[src/rtl/sdram_apb_arbiter.sv]
// Two-requester round-robin APB arbiter feeding the SDRAM controller slave port.
// Optional ACCESS-phase watchdog with DRAIN recovery: define SDRAM_APB_ARB_TIMEOUT_EN.
module sdram_apb_arbiter #(
   parameter int ADDR_W         = 32,
   parameter int DATA_W         = 32,
   parameter int TIMEOUT_CYCLES = 1024
) (
   input  logic                clock,
   input  logic                reset,
   input  logic                m0_psel,
   input  logic                m0_penable,
   input  logic                m0_pwrite,
   input  logic [ADDR_W-1:0]   m0_paddr,
   input  logic [2:0]          m0_pprot,
   input  logic [DATA_W-1:0]   m0_pwdata,
   input  logic [DATA_W/8-1:0] m0_pstrb,
   output logic                m0_pready,
   output logic                m0_pslverr,
   output logic [DATA_W-1:0]   m0_prdata,
   input  logic                m1_psel,
   input  logic                m1_penable,
   input  logic                m1_pwrite,
   input  logic [ADDR_W-1:0]   m1_paddr,
   input  logic [2:0]          m1_pprot,
   input  logic [DATA_W-1:0]   m1_pwdata,
   input  logic [DATA_W/8-1:0] m1_pstrb,
   output logic                m1_pready,
   output logic                m1_pslverr,
   output logic [DATA_W-1:0]   m1_prdata,
   output logic                out_psel,
   output logic                out_penable,
   output logic                out_pwrite,
   output logic [ADDR_W-1:0]   out_paddr,
   output logic [2:0]          out_pprot,
   output logic [DATA_W-1:0]   out_pwdata,
   output logic [DATA_W/8-1:0] out_pstrb,
   input  logic                out_pready,
   input  logic                out_pslverr,
   input  logic [DATA_W-1:0]   out_prdata
);

`ifdef SDRAM_APB_ARB_TIMEOUT_EN
   typedef enum logic [1:0] {IDLE, SETUP, ACCESS, DRAIN} state_t;
   localparam int CW = (TIMEOUT_CYCLES > 2) ? $clog2(TIMEOUT_CYCLES) : 1;
   logic [CW-1:0] cnt;
`else
   typedef enum logic [1:0] {IDLE, SETUP, ACCESS} state_t;
`endif

   state_t state;
   logic   grant;
   logic   last;
   logic   active;
   logic   done;
   logic   timeout;
   logic   finish;
   logic   err;

   // Reset gates every output so nothing leaks while the synchronous reset is pending.
   assign active = !reset && (state == SETUP || state == ACCESS);
   assign done   = !reset && state == ACCESS && out_pready;
`ifdef SDRAM_APB_ARB_TIMEOUT_EN
   assign timeout = !reset && state == ACCESS && !out_pready && cnt == CW'(TIMEOUT_CYCLES - 1);
`else
   assign timeout = 1'b0;
`endif
   assign finish = done || timeout;
   assign err    = done ? out_pslverr : timeout;

   always_ff @(posedge clock) begin
      if (reset) begin
         state <= IDLE;
         grant <= 1'b0;
         last  <= 1'b1;
`ifdef SDRAM_APB_ARB_TIMEOUT_EN
         cnt   <= '0;
`endif
      end else begin
         case (state)
            IDLE: if (m0_psel || m1_psel) begin
               grant <= (m0_psel && m1_psel) ? ~last : m1_psel;
               state <= SETUP;
            end
            SETUP: begin
               state <= ACCESS;
`ifdef SDRAM_APB_ARB_TIMEOUT_EN
               cnt   <= '0;
`endif
            end
            ACCESS: begin
               if (out_pready) begin
                  last  <= grant;
                  state <= IDLE;
`ifdef SDRAM_APB_ARB_TIMEOUT_EN
               end else if (timeout) begin
                  last  <= grant;
                  state <= DRAIN;
               end else begin
                  cnt <= cnt + CW'(1);
`endif
               end
            end
`ifdef SDRAM_APB_ARB_TIMEOUT_EN
            // Late slave response is swallowed here; no new grant until it arrives.
            DRAIN: if (out_pready) state <= IDLE;
`endif
            default: state <= IDLE;
         endcase
      end
   end

   always_comb begin
      out_psel    = 1'b0;
      out_penable = 1'b0;
      out_pwrite  = 1'b0;
      out_paddr   = '0;
      out_pprot   = '0;
      out_pwdata  = '0;
      out_pstrb   = '0;
      if (active) begin
         out_psel    = 1'b1;
         out_penable = (state == ACCESS);
         if (grant) begin
            out_pwrite = m1_pwrite;
            out_paddr  = m1_paddr;
            out_pprot  = m1_pprot;
            out_pwdata = m1_pwdata;
            out_pstrb  = m1_pstrb;
         end else begin
            out_pwrite = m0_pwrite;
            out_paddr  = m0_paddr;
            out_pprot  = m0_pprot;
            out_pwdata = m0_pwdata;
            out_pstrb  = m0_pstrb;
         end
      end
      m0_pready  = finish && !grant;
      m1_pready  = finish && grant;
      m0_pslverr = err && !grant;
      m1_pslverr = err && grant;
      m0_prdata  = (done && !grant) ? out_prdata : '0;
      m1_prdata  = (done && grant) ? out_prdata : '0;
   end

endmodule

[config.mk]
export PLATFORM = sky130hd
export DESIGN_NAME = sdram_apb_arbiter
export DESIGN_NICKNAME = d
export VERILOG_FILES = /design/src/rtl/sdram_apb_arbiter.sv
export SDC_FILE = /design/constraint.sdc
export NUM_CORES = 1
export LEC_CHECK = 0
export ABC_CLOCK_PERIOD_IN_PS = 2000
export BUFFER_PORTS_ARGS = -buffer_cell sky130_fd_sc_hd__buf_2
export CAP_MARGIN = 20
export CORE_AREA = 3 3 124 126
export DETAILED_ROUTE_END_ITERATION = 8
export DIE_AREA = 0 0 127 129
export PLACE_DENSITY = 0.49
export SLEW_MARGIN = 25
export SYNTH_ARGS = -nofsm -noshare
export SYNTH_HDL_FRONTEND = slang
export SYNTH_SLANG_ARGS = --single-unit
[constraint.sdc]
create_clock -name clock -period 2 [get_ports clock]
set_clock_uncertainty 0.2 [all_clocks]
set_input_delay 0.4 -clock clock [delete_from_list [all_inputs] [get_ports clock]]
set_output_delay 0.4 -clock clock [all_outputs]
set_load 0.03 [all_outputs]
==> results.ini <==
[status]
outcome = complete, but fails checks
violations = setup timing

[sta]
fin_hold_ws_ps = 264.4
period_needed_ps = 2198
slew_viol_final = 0
fin_tns_setup_ps = -18770
clock.fmax_mhz = 455.1
fin_crit_sh = 1.099
setup_viol = 141
tightest_slew_ps = 406.1
final_hold_viol_count = 0
worst_slack_ps = -197.5
rsz0062_at_grt = true
relSlewSlack = 0.7215

[clock_tree]
ctsLongestPathBuffers = 2
insertion_delay_ps = 230
clkTransAtPathRegs_ps = 30
cts.sinks = 4
cts_buffers = 3
cts_tree = yes
htreeDepth = 1
cts-root-buf = clkbuf_16

[critical_path]
crit_type = flop to output port
critPathMaxStageDelay_ps = 370
crit_fanout = 12
end_kind = output port
crit_arrival_ps = 1600
cp_num_buf_inv = 4
cp_slowest_cell = dfxtp_4
critPathLaunchType = flop
path_cells = inv_4 > ha_4 > buf_12 > nand2b_4 > buf_6 > nor2_1 > buf_4
path_delay_family = buffers and inverters
crit_required_ps = 1400

[drt]
num_vias = 3061
drc = 0
viasPerCell = 3.914
routed_wl_um = 12160
wl_per_cell_um = 15.55
first_pass_iters = 4
drt-initial-drc-count = 57
ant_nets = 0

[grt]
grt_pass1_wl_um = 14740
track_usage = 0.1110
overflow = 0
antenna_found_initial = 0
grt_pass1_vias = 2863
grt_max_degree = 49

[placement]
gp_congestion = 0.7409
place_area_um2 = 3771
numPortBuffers = 323
dp_hpwl_um = 8590

[yosys]
ys.warnings.count = 0
syn_inst = 262
synth_common_cells = nor2_1, mux2i_1, and2_1
synth_cell_types = 21
synthTopCellsByArea = mux2i_1, and2_1, nor2_1
ys_seq_elements = 4
syn_area_um2 = 1793
avgSynthCellArea_um2 = 6.843
synth_ff_type = dfxtp_1
async_reset_ff_frac = 0
synthMostInstantiatedCell = nor2_1
yosys.area.top_type = mux2i_1
synth_nets = 449
ys_seq_area_frac = 0.04466
synth_edf_count = 0
synth_top_area_frac = 0.4075

[layout]
fin_util = 0.3527
fin_nets = 786
drive_gt1_frac = 0.7692
n_antenna_cell = 0
final_cell_area_um2 = 5087
syn2layout_area_growth_pct = 183.7

[die]
core_area_um2 = 14420
die_w_um = 127
die_area_um2 = 16380
std_cell_rows = 44
die_h_um = 129
ios = 326
initial_utilization = 0.1243

[power_and_ir_drop]
power_density_nw_per_um2 = 393.9
ir_drop_v = 0.0002204
p_leak_uw = 0.002519
p_total_uw = 2004

[flow_run]
max_cap_violations = 0

[worst_hold_path]
hp-class = flop to flop

final timing paths:
path,from,endpoint,slack [ps],depth (start not counted)
max,state[1],out_pwdata[9],-200,7
min,last,last,260,1
max reg2reg,state[0],state[0],520,6
min reg2reg,last,last,260,1
cell usage in the layout, fill, tap and decap left out:
cell type and instances:
dfxtp_2 1, nor3b_1 1, buf_4 48, buf_2 194, nor3b_4 1, buf_8 1, and3_1 1, clkbuf_4 14
nor2_4 38, mux2i_1 68, a211o_1 1, o21ai_0 1, nor3_2 1, clkbuf_16 9, and2_1 26, ha_4 2
nor2b_1 1, and2_4 3, nor2_2 7, nand2b_4 2, mux2i_2 5, buf_6 84, buf_12 6, a32oi_1 1
dfxtp_4 2, and2_2 38, nor2_1 30, nand2b_1 2, nand2_4 1, inv_2 1, nand2_1 2, ha_1 1
dfxtp_1 1, clkbuf_1 1, inv_4 2, a21oi_1 1
worst register-to-register path: cells and delay by family (launching register included):
family,cells,cell delay [ps]
simple gates,2,350
flops,1,340
buf+inv,2,180
fa+ha+maj,1,160
compound gates,1,160
per-stage QoR:
step / cells / setup WS [ps]
floorplan: 262 / -30.65
global placement: 765 / -50.61
detailed placement: 765 / -59.94
CTS: 772 / -208.5
global route: 782 / -238.7
finish: 782 / -197.5
sequential cells by signal, indices dropped and copies added, names as in the netlist:
signal  cells
state       2
last        1
grant       1
power breakdown:
| group | internal [uW] | switching [uW] | total [uW] |
|---|---|---|---|
| clock network | 264 | 64.4 | 328 |
| registers | 89.8 | 13.4 | 103 |
| logic | 723 | 850 | 1570 |
cell families (layout without fill, tap and decap cells):
logic type	after synthesis	count (layout)	share of synthesized area
buffers and inverters	25	360	0.08025
and+or+nand+nor	153	154	0.4313
AOI/OAI and AO/OA	4	4	0.01535
DFF	4	4	0.04466
muxes	73	73	0.4075
adders and majority gates	3	3	0.02094
cell type report:
cell class	count	area, um^2
clock buffer	4	78.83
sequential	4	88.84
multi-input combinational	234	2006
fill	1536	9336
tap	184	230.2
timing repair buffer	353	2668
inverter	3	16.27
routing by layer:
| metal | wire length, um | GRT usage |
|---|---|---|
| met1 | 4159 | 0.1217 |
| met2 | 6993 | 0.2210 |
| met3 | 928 | 0.01910 |
| met4 | 81 | 0.02461 |
| met5 | 0 | 0 |
timing repair:
action	4_1_cts	5_1_grt
endpoints found under the hold margin	0	0
resized for setup	158	166
buffers inserted	2	2
pin swaps	1	35
endpoints found under the setup margin	142	142
gates cloned	1	10
hold buffers	0	0
Power figures use the tool's default switching activity.
